==> src/rtl/cpu_pkg.sv <==
// Shared types and widths for the CPU data-memory path.
// Used by the dmem responder and its posted-write buffer.
package cpu_pkg;

  localparam int DMEM_ADDR_WIDTH = 12;
  localparam int DMEM_DATA_WIDTH = 32;

  typedef struct packed {
    logic [DMEM_ADDR_WIDTH-1:0] addr;
    logic [DMEM_DATA_WIDTH-1:0] data;
  } wb_entry_t;

  typedef enum logic [1:0] {
    SRAM_IDLE,
    SRAM_RD,
    SRAM_DRAIN
  } sram_op_t;

endpackage

==> src/rtl/dmem_wbuf.sv <==
// Posted-write FIFO for the data memory with a parallel address
// lookup that returns the youngest pending write to an address.
module dmem_wbuf
  import cpu_pkg::*;
#(
  parameter int ADDR_W   = DMEM_ADDR_WIDTH,
  parameter int DATA_W   = DMEM_DATA_WIDTH,
  parameter int WB_DEPTH = 4
) (
  input  logic              clk,
  input  logic              rst_n,
  input  logic              push,
  input  logic [ADDR_W-1:0] pushAddr,
  input  logic [DATA_W-1:0] pushData,
  input  logic              pop,
  input  logic [ADDR_W-1:0] lookupAddr,
  output logic              hit,
  output logic [DATA_W-1:0] hitData,
  output logic [ADDR_W-1:0] headAddr,
  output logic [DATA_W-1:0] headData,
  output logic [$clog2(WB_DEPTH):0] count,
  output logic              full,
  output logic              empty
);

  localparam int PW = $clog2(WB_DEPTH);
  localparam int CW = PW + 1;

  logic [ADDR_W-1:0] addrMem [WB_DEPTH];
  logic [DATA_W-1:0] dataMem [WB_DEPTH];
  logic [PW-1:0]     head;
  logic [PW-1:0]     tail;
  logic [CW-1:0]     cnt;

  always_ff @(posedge clk) begin
    if (push) begin
      addrMem[tail] <= pushAddr;
      dataMem[tail] <= pushData;
    end
  end

  always_ff @(posedge clk or negedge rst_n) begin
    if (!rst_n) begin
      head <= '0;
      tail <= '0;
      cnt  <= '0;
    end else begin
      if (push) tail <= tail + 1'b1;
      if (pop)  head <= head + 1'b1;
      unique case ({push, pop})
        2'b10:   cnt <= cnt + 1'b1;
        2'b01:   cnt <= cnt - 1'b1;
        default: cnt <= cnt;
      endcase
    end
  end

  // Walk oldest to youngest so the last match wins.
  always_comb begin
    logic [PW-1:0] idx;
    hit     = 1'b0;
    hitData = '0;
    idx     = '0;
    for (int k = 0; k < WB_DEPTH; k++) begin
      idx = head + PW'(k);
      if ((CW'(k) < cnt) && (addrMem[idx] == lookupAddr)) begin
        hit     = 1'b1;
        hitData = dataMem[idx];
      end
    end
  end

  assign headAddr = addrMem[head];
  assign headData = dataMem[head];
  assign count    = cnt;
  assign full     = (cnt == CW'(WB_DEPTH));
  assign empty    = (cnt == '0);

endmodule

==> src/rtl/dmem_responder.sv <==
// Data-memory responder: posted writes, read priority on the
// single SRAM port, and forwarding from pending writes.
module dmem_responder
  import cpu_pkg::*;
#(
  parameter int ADDR_W   = DMEM_ADDR_WIDTH,
  parameter int DATA_W   = DMEM_DATA_WIDTH,
  parameter int WB_DEPTH = 4
) (
  input  logic              clk,
  input  logic              rst_n,
  input  logic [ADDR_W-1:0] dmem_waddr,
  input  logic [DATA_W-1:0] dmem_wdata,
  input  logic              dmem_wen,
  input  logic [ADDR_W-1:0] dmem_raddr,
  input  logic              dmem_ren,
  output logic [DATA_W-1:0] dmem_rdata,
  output logic              dmem_rvalid,
  output logic              dmem_stall,
  output logic              wb_empty,
  output logic              sram_en,
  output logic              sram_we,
  output logic [ADDR_W-1:0] sram_addr,
  output logic [DATA_W-1:0] sram_wdata,
  input  logic [DATA_W-1:0] sram_rdata
);

  localparam int CW = $clog2(WB_DEPTH) + 1;

  logic              wbHit;
  logic [DATA_W-1:0] wbHitData;
  logic [ADDR_W-1:0] wbHeadAddr;
  logic [DATA_W-1:0] wbHeadData;
  logic [CW-1:0]     wbCount;
  logic              wbFull;
  logic              wbEmpty;

  logic              stall;
  logic              wrAcc;
  logic              rdAcc;
  logic              rdMiss;
  logic              drainAny;
  logic              pop;
  sram_op_t          op;

  logic              rvalidQ;
  logic              hitQ;
  logic [DATA_W-1:0] fwdQ;

  dmem_wbuf #(
    .ADDR_W   (ADDR_W),
    .DATA_W   (DATA_W),
    .WB_DEPTH (WB_DEPTH)
  ) u_wbuf (
    .clk        (clk),
    .rst_n      (rst_n),
    .push       (wrAcc),
    .pushAddr   (dmem_waddr),
    .pushData   (dmem_wdata),
    .pop        (pop),
    .lookupAddr (dmem_raddr),
    .hit        (wbHit),
    .hitData    (wbHitData),
    .headAddr   (wbHeadAddr),
    .headData   (wbHeadData),
    .count      (wbCount),
    .full       (wbFull),
    .empty      (wbEmpty)
  );

  assign stall = wbFull & (dmem_wen | dmem_ren);
  assign wrAcc = dmem_wen & ~stall;
  assign rdAcc = dmem_ren & ~stall;

  // Mutually exclusive terms so the decoder stays unique.
  assign rdMiss   = ~wbFull & rdAcc & ~wbHit;
  assign drainAny = ~wbFull & ~rdMiss & ~wbEmpty;

  always_comb begin
    op = SRAM_IDLE;
    unique case (1'b1)
      wbFull:   op = SRAM_DRAIN;
      rdMiss:   op = SRAM_RD;
      drainAny: op = SRAM_DRAIN;
      default:  op = SRAM_IDLE;
    endcase
  end

  assign pop = (op == SRAM_DRAIN);

  always_comb begin
    sram_en    = 1'b0;
    sram_we    = 1'b0;
    sram_addr  = '0;
    sram_wdata = '0;
    unique case (op)
      SRAM_RD: begin
        sram_en   = 1'b1;
        sram_addr = dmem_raddr;
      end
      SRAM_DRAIN: begin
        sram_en    = 1'b1;
        sram_we    = 1'b1;
        sram_addr  = wbHeadAddr;
        sram_wdata = wbHeadData;
      end
      default: begin
        sram_en = 1'b0;
      end
    endcase
  end

  always_ff @(posedge clk or negedge rst_n) begin
    if (!rst_n) begin
      rvalidQ <= 1'b0;
      hitQ    <= 1'b0;
      fwdQ    <= '0;
    end else begin
      rvalidQ <= rdAcc;
      if (rdAcc) hitQ <= wbHit;
      if (rdAcc && wbHit) fwdQ <= wbHitData;
    end
  end

  always_comb begin
    dmem_rdata = '0;
    if (rvalidQ) dmem_rdata = hitQ ? fwdQ : sram_rdata;
  end

  assign dmem_rvalid = rvalidQ;
  assign dmem_stall  = stall;
  assign wb_empty    = (wbCount == '0);

endmodule

==> config.mk <==
export PLATFORM = sky130hd
export DESIGN_NAME = dmem_responder
export DESIGN_NICKNAME = d
export VERILOG_FILES = /design/src/rtl/cpu_pkg.sv /design/src/rtl/dmem_wbuf.sv /design/src/rtl/dmem_responder.sv
export SDC_FILE = /design/constraint.sdc
export NUM_CORES = 1
export LEC_CHECK = 0
export CAP_MARGIN = 20
export CELL_PAD_IN_SITES_DETAIL_PLACEMENT = 1
export CELL_PAD_IN_SITES_GLOBAL_PLACEMENT = 2
export CORE_ASPECT_RATIO = 0.8
export CORE_MARGIN = 2
export CORE_UTILIZATION = 38
export DETAILED_ROUTE_END_ITERATION = 8
export GPL_TIMING_DRIVEN = 0
export PLACE_DENSITY_LB_ADDON = 0.12
export REMOVE_ABC_BUFFERS = 1
export SLEW_MARGIN = 20
export SYNTH_ARGS = -nofsm -noshare
export SYNTH_HDL_FRONTEND = slang
export SYNTH_SLANG_ARGS = --single-unit
==> constraint.sdc <==
create_clock -name clk -period 4.1 [get_ports clk]
set_input_delay 0.615 -clock clk [delete_from_list [all_inputs] [get_ports clk]]
set_output_delay 0.615 -clock clk [all_outputs]
set_load 0.01 [all_outputs]
Word level (Yosys, flattened, before mapping)
Memory sizes are Yosys's and may differ from the RTL's.
Index checks and enable logic that the tools add are counted.
- add/subtract/negate cells: 6
- multiply operators: 0
- div/mod/pow operators: 0
- order comparisons: 4
- equality and inequality tests: 9
- shifts and indexed selects: 0
- muxes and demuxes: 18
- bitwise logic cells: 13
- reduce and logical (&&, ||, !) cells: 9
- operators with widths (cell ; number):
    32-bit 2-to-1 mux ; 7
    12-bit equality test ; 4
    12-bit case mux with 2 select lines ; 1
    1-bit 2-to-1 mux ; 8
    1-bit AND ; 7
    1-bit by 3-bit < comparator with 1-bit output, first input constant ; 2
    2-bit by 3-bit < comparator with 1-bit output, first input constant ; 2
    3-bit case mux with 2 select lines ; 1
    1-bit logical AND ; 5
    1-bit NOT ; 5
    2-bit by 1-bit adder with 2-bit output, second input constant ; 2
    2-bit adder, second input constant ; 2
    2-bit by 1-bit equality test with 1-bit output, second input constant ; 2
    2-bit equality test, second input constant ; 2
    2-bit case mux with 2 select lines ; 1
    2-bit OR reduction ; 2
    3-bit by 1-bit adder with 3-bit output, second input constant ; 1
    3-bit equality test, second input constant ; 1
    3-bit zero test ; 1
    3-bit by 1-bit subtractor with 3-bit output, second input constant ; 1
    2-bit nonzero test ; 1
    1-bit OR ; 1
- flip-flop bits (word level): 41
- bits in latches: 0
- bits in writable memories: 176
- ROM bits: 0
- bits of input ports: 92
- output and inout bits: 81
- word-level logic and storage cells: 67
- memories kept: 2
- memories (memory ; depth ; bits a word ; read ports ; clocked after memory_dff ; wr ports ; RTL line ; RTL):
    u_wbuf.dataMem ; 4 ; 32 ; 4 ; 0 ; 1 ; dmem_wbuf.sv:30 ; logic [DATA_W-1:0] dataMem [WB_DEPTH];
    u_wbuf.addrMem ; 4 ; 12 ; 4 ; 0 ; 1 ; dmem_wbuf.sv:29 ; logic [ADDR_W-1:0] addrMem [WB_DEPTH];

Depth between registers and ports, before layout
An unclocked memory read counts as a cell.
- depth after elaboration: 17
- depth in mapped cells: 17
- gate-level depth less buffers: 11

Cells and area by module
A second synthesis with hierarchy kept.
- cell total of the unflattened synthesis: 1126
- area total of the unflattened synthesis: 13541.7 µm²
- modules (own cells, without submodules) (module ; instances ; cells each ; area an instance (µm²) ; seq. area each (µm²)):
    dmem_wbuf ; 1 ; 908 ; 11139.4 ; 5460.2
    dmem_responder ; 1 ; 218 ; 2402.3 ; 850.8

Worst setup path before layout
No wires, ideal clock.
- kind: input port to output port
- start: input dmem_raddr[4]
- end: output sram_addr[0]
- arrival: 2.781 ns
- required time: 3.485 ns
- setup slack: 0.704 ns
- cell stages on the path: 10
- cells stage by stage: buf_1 -> xnor2_1 -> a2111oi_0 -> o22ai_1 -> or3_1 -> buf_2 -> and4_1 -> buf_2 -> buf_2 -> o21ai_0
- cells in the longest elaborated chain, start to end: 15
- elaborated cells on any way between the ends: 22
- RTL lines (item ; RTL line ; RTL):
    start: declaration ; dmem_responder.sv:15 ; input logic [ADDR_W-1:0] dmem_raddr,
    12-bit equality test ; dmem_wbuf.sv:66 ; if ((CW'(k) < cnt) && (addrMem[idx] == lookupAddr)) begin
    1-bit logical AND ; dmem_wbuf.sv:66 ;
    1-bit 2-to-1 mux (3 in series) ; dmem_wbuf.sv:66 ;
    1-bit 2-to-1 mux (*) ; dmem_wbuf.sv:66 ;
    1-bit NOT (*) ; dmem_responder.sv:76 ; assign rdMiss = ~wbFull & rdAcc & ~wbHit;
    1-bit AND (*) ; dmem_responder.sv:76 ;
    1-bit NOT ; dmem_responder.sv:77 ; assign drainAny = ~wbFull & ~rdMiss & ~wbEmpty;
    1-bit AND (2 in series) ; dmem_responder.sv:77 ;
    2-bit OR reduction (no source line) ; - ;
    2-bit case mux with 2 select lines (*) ; dmem_responder.sv:81 ; unique case (1'b1)
    2-bit equality test / 2-bit by 1-bit equality test with 1-bit output (equally long branches) ; dmem_responder.sv:96 ; unique case (op)
    12-bit case mux with 2 select lines (*) ; dmem_responder.sv:96 ;
    end: declaration ; dmem_responder.sv:23 ; output logic [ADDR_W-1:0] sram_addr,
Mark *: on every way between the ends. The rest lies on a longest branch, timed or not.

Final worst setup path
- start: register u_wbuf.head[1]
- end: output sram_addr[8]
- cells in the longest elaborated chain, start to end: 16
- elaborated cells on any way between the ends: 26
- RTL lines (item ; RTL line ; RTL):
    start: declaration ; dmem_wbuf.sv:31 ; logic [PW-1:0] head;
    start signal: assignment ; dmem_wbuf.sv:49 ; if (pop) head <= head + 1'b1;
    2-bit by 1-bit adder with 2-bit output / memory 4 x 12 bit (equally long branches) ; - ;
    memory 4 x 12 bit (*) ; - ;
    12-bit equality test / 1-bit logical AND (equally long branches) ; dmem_wbuf.sv:66 ;
    1-bit logical AND / 1-bit 2-to-1 mux (equally long branches) ; dmem_wbuf.sv:66 ;
    1-bit 2-to-1 mux (3 in series) ; dmem_wbuf.sv:66 ;
    1-bit NOT ; dmem_responder.sv:76 ;
    1-bit AND ; dmem_responder.sv:76 ;
    1-bit NOT ; dmem_responder.sv:77 ;
    1-bit AND (2 in series) ; dmem_responder.sv:77 ;
    2-bit OR reduction (no source line) ; - ;
    2-bit case mux with 2 select lines ; dmem_responder.sv:81 ;
    2-bit equality test / 2-bit by 1-bit equality test with 1-bit output (equally long branches) ; dmem_responder.sv:96 ;
    12-bit case mux with 2 select lines (*) ; dmem_responder.sv:96 ;
Marks and branches as above.

==> flow_summary.yaml <==
outcome:
  outcome: "finished with violations"
  violations: "setup timing"
synth:
  synth_seq_cells: 217
  synth.area.top_cells: "sky130_fd_sc_hd__edfxtp_1, sky130_fd_sc_hd__mux2_2, sky130_fd_sc_hd__mux2i_1, sky130_fd_sc_hd__dfrtp_1, sky130_fd_sc_hd__a21oi_1"
  synth.cell_area_mm2: 0.0140
  synth.lib_cells_used.distinct: 62
  portion_of_synthesized_cell_area_occupied_by_the_leading_cell_type_pct: 37.7
  postSynthCellCount: 1249
  synthesis.yosys.warnings: 0
  synthDominantAreaCellType: "sky130_fd_sc_hd__edfxtp_1"
  synth_edf_count: 176
  synth_flop_cell: "sky130_fd_sc_hd__edfxtp_1"
  synth_top_cells_by_count: "sky130_fd_sc_hd__edfxtp_1, sky130_fd_sc_hd__a21oi_1, sky130_fd_sc_hd__mux2i_1, sky130_fd_sc_hd__mux2_2, sky130_fd_sc_hd__nor2_1"
  library_cell_with_the_highest_instance_count_after_synthesis: "sky130_fd_sc_hd__edfxtp_1"
  yosysSeqAreaShare_pct: 45.0
  postSynthAreaPerCell_um2: 11.2
  asyncSetResetFlopFracSynth_pct: 18.9
setup_path:
  required_ns: 3.48
  timing.critical_path.to_type: "output pin"
  startpoint_type: "flip-flop"
  crit_path_max_incr_delay_ns: 0.57
  ff2ff_setup_slack_ns: 0.22
  path_cells: "buf_16, buf_8, mux4_2, xnor2_4, nand3_4, nor2_4, clkbuf_16, a32oi_4, and4_4, buf_4, mux2_2, buf_6"
  path_class: "reg -> out"
  critPathBufInv: 5
  critical_path_peak_fanout: 8
  crit_slowest_cell: "sky130_fd_sc_hd__mux4_2"
  gate_family_responsible_for_the_most_delay_along_the_worst_path: "multiplexers"
  timing.critical_path.arrival_ns: 3.70
route:
  post-route-drc-count: 0
  detail_route.wirelength_um: 50300
  routedWlPerCell_um: 26.0
  drt.antenna.violating_nets: 0
  route.vias.total: 11619
  avgViaCountPerCell: 6.01
  drtIter0Drc: 849
  firstDrtPassIters: 5
place:
  dpl_cell_area_mm2: 0.0166
  dp_slack_ns: -1.45
  detailedPlacementHpwl_um: 29200
  port_buffers: 172
  place.detailed.instances: 1811
  place.gp.congestion: 0.759
layout:
  final-seq-area_mm2: 0.00632
  finish.utilization_pct: 51.9
  layout.nets: 1534
  ratio_of_cells_with_drive_above_1_in_the_final_layout_pct: 32.4
  instances_no_fill: 1933
  multi_input_comb_area_mm2: 0.00781
  area_growth_pct: 33.7
  n_fill_cell: 3759
  post-route-cell-area_mm2: 0.0188
power_and_ir_drop:
  p_clk_share_pct: 16.7
  peak_ir_drop_on_the_vdd_network_uv: 311
  report.power.total_mw: 12.9
  seqPwrFrac_pct: 24.6
  p_leak_nw: 6.99
  p_switching_mw: 5.37
  power_report.internal_total_mw: 7.58
  power.share.combinational_pct: 58.7
  power.density_mw_per_mm2: 690
  power.share.switching_pct: 41.4
sta:
  final_worst_setup_slack_ns: -0.212
  finalHoldViolCount: 0
  final_max_slew_viol_count: 0
  worst_hold_slack_ns: 0.414
  timing.final.setup_violations: 44
  max_freq_mhz: 232
  relative_max_transition_margin_pct: 45.8
  worst_clock_skew_ns: 0.0110
  grt_setup_unrepaired: "true"
  fraction_of_the_cycle_the_final_worst_path_needs_pct: 105
  fin_crit_ns: 4.31
  worst-slew-pin-transition_ns: 0.811
  setup_tns_ns: -5.45
floorplan:
  core_mm2: 0.0361
  io_pins: 173
  die_height_um: 176
  floorplan.initialDensity_pct: 38.8
  die_x_um: 219
  std_cell_rows: 62
  die_area_mm2: 0.0385
clock_tree:
  clock_tree_from_tritoncts: "yes"
  htree_levels: 1
  cts_buffers: 25
  cts-root-buf: "sky130_fd_sc_hd__clkbuf_16"
  clock_latency_ns: 0.54
  path_clk_slew_ns: 0.06
  clockBufferDepth: 3
  clock_sinks: 217
global_routing:
  grt_overflow: 0
  grt_pass1_wl_um: 74400
  number_of_global_route_vias_before_repair: 11874
  grt_antenna_before_repair: 3
  grt_use_total_pct: 25.5
  grt_max_degree: 70
hold_path:
  hold_class: "in -> async"
flow_run:
  maxCapViolCount: 0
-- sequential cells by signal, indices dropped and copies added, names as in the netlist --
signal / flops
u_wbuf.addrMem: 48
dmem_rvalid: 1
u_wbuf.dataMem: 128
u_wbuf.tail: 2
hitQ: 1
u_wbuf.count: 3
fwdQ: 32
u_wbuf.head: 2
-- metal layers --
metal  share of wire, %  wire length (µm)  global-route usage [%]  up-vias
met1                 45             22700                    36.2     5996
met3                5.6              2830                    3.57       73
met4                2.2              1090                    5.57        0
met2                 47             23600                    41.3      381
met5                  0                 0                       0        -
li1                   -                 -                       -     5169
-- logic make-up (layout without fill, tap and decap cells) --
logic type	Yosys count	count (layout)	share of synthesized area (%)
muxes	260	260	22.0
and+or+nand+nor	209	215	7.11
xor gates and xnor gates	60	60	3.75
AOI/OAI and AO/OA	356	356	16.6
DFF	217	217	45.0
buffers and inverters	138	334	4.76
adders and majority gates	9	9	0.803
other	0	2	0
-- power by group through the flow --
| stage | clock network, mW | logic [mW] | registers (mW) |
|---|---|---|---|
| finish | 2.17 | 7.60 | 3.18 |
| global route | 2.29 | 8.12 | 3.23 |
| CTS | 2.21 | 7.08 | 3.16 |
| detailed placement | 0 | 6.18 | 3.28 |
| global placement | 0 | 4.85 | 3.65 |
| floorplan | 0 | 3.69 | 3.51 |
-- worst paths after layout --
kind,startpoint,to,cells after the start
hold reg to reg,fwdQ[29],fwdQ[29],1
max in group asynchronous,rst_n,u_wbuf.head[0],3
setup / recovery,u_wbuf.head[1],sram_addr[8],12
min in group clk,fwdQ[29],fwdQ[29],1
setup reg to reg,u_wbuf.head[1],fwdQ[30],15
hold / removal,rst_n,fwdQ[10],2
-- cell usage in the layout, fill, tap and decap left out, drive strengths merged, types with 9 or more instances in the layout --
cell type,Yosys,final
o21ai,48,48
o31ai,64,64
clkbuf,65,46
nand2,68,68
o221a,30,30
dfrtp,41,41
a21oi,127,127
inv,11,10
xor2,17,17
a31oi,62,62
mux2i,113,113
mux2,130,130
ha,9,9
nor2b,32,32
buf,62,127
clkdlybuf4s50,0,124
nor2,71,72
clkdlybuf4s15,0,12
mux4,17,17
edfxtp,176,176
xnor2,43,43
-- layout make-up --
| class | instances | area share, % |
|---|---|---|
| Multi-Input combinational cell | 900 | 41.6 |
| Sequential cell | 217 | 33.7 |
| Timing Repair Buffer | 278 | 16.9 |
| Clock buffer | 39 | 3.99 |
| Tap cell | 480 | 3.20 |
| Inverter | 11 | 0.387 |
| Clock inverter | 6 | 0.153 |
| Antenna cell | 2 | 0.0267 |
-- timing repair --
item                       4_1_cts  5_1_grt
gates resized for setup        215      113
pin swaps                       22       24
hold buffers                     1        0
hold endpoints to repair         1        0
setup endpoints to repair       84       53
cloned                          13        1
buffers inserted                42       20
(Power assumes the default switching activity.)
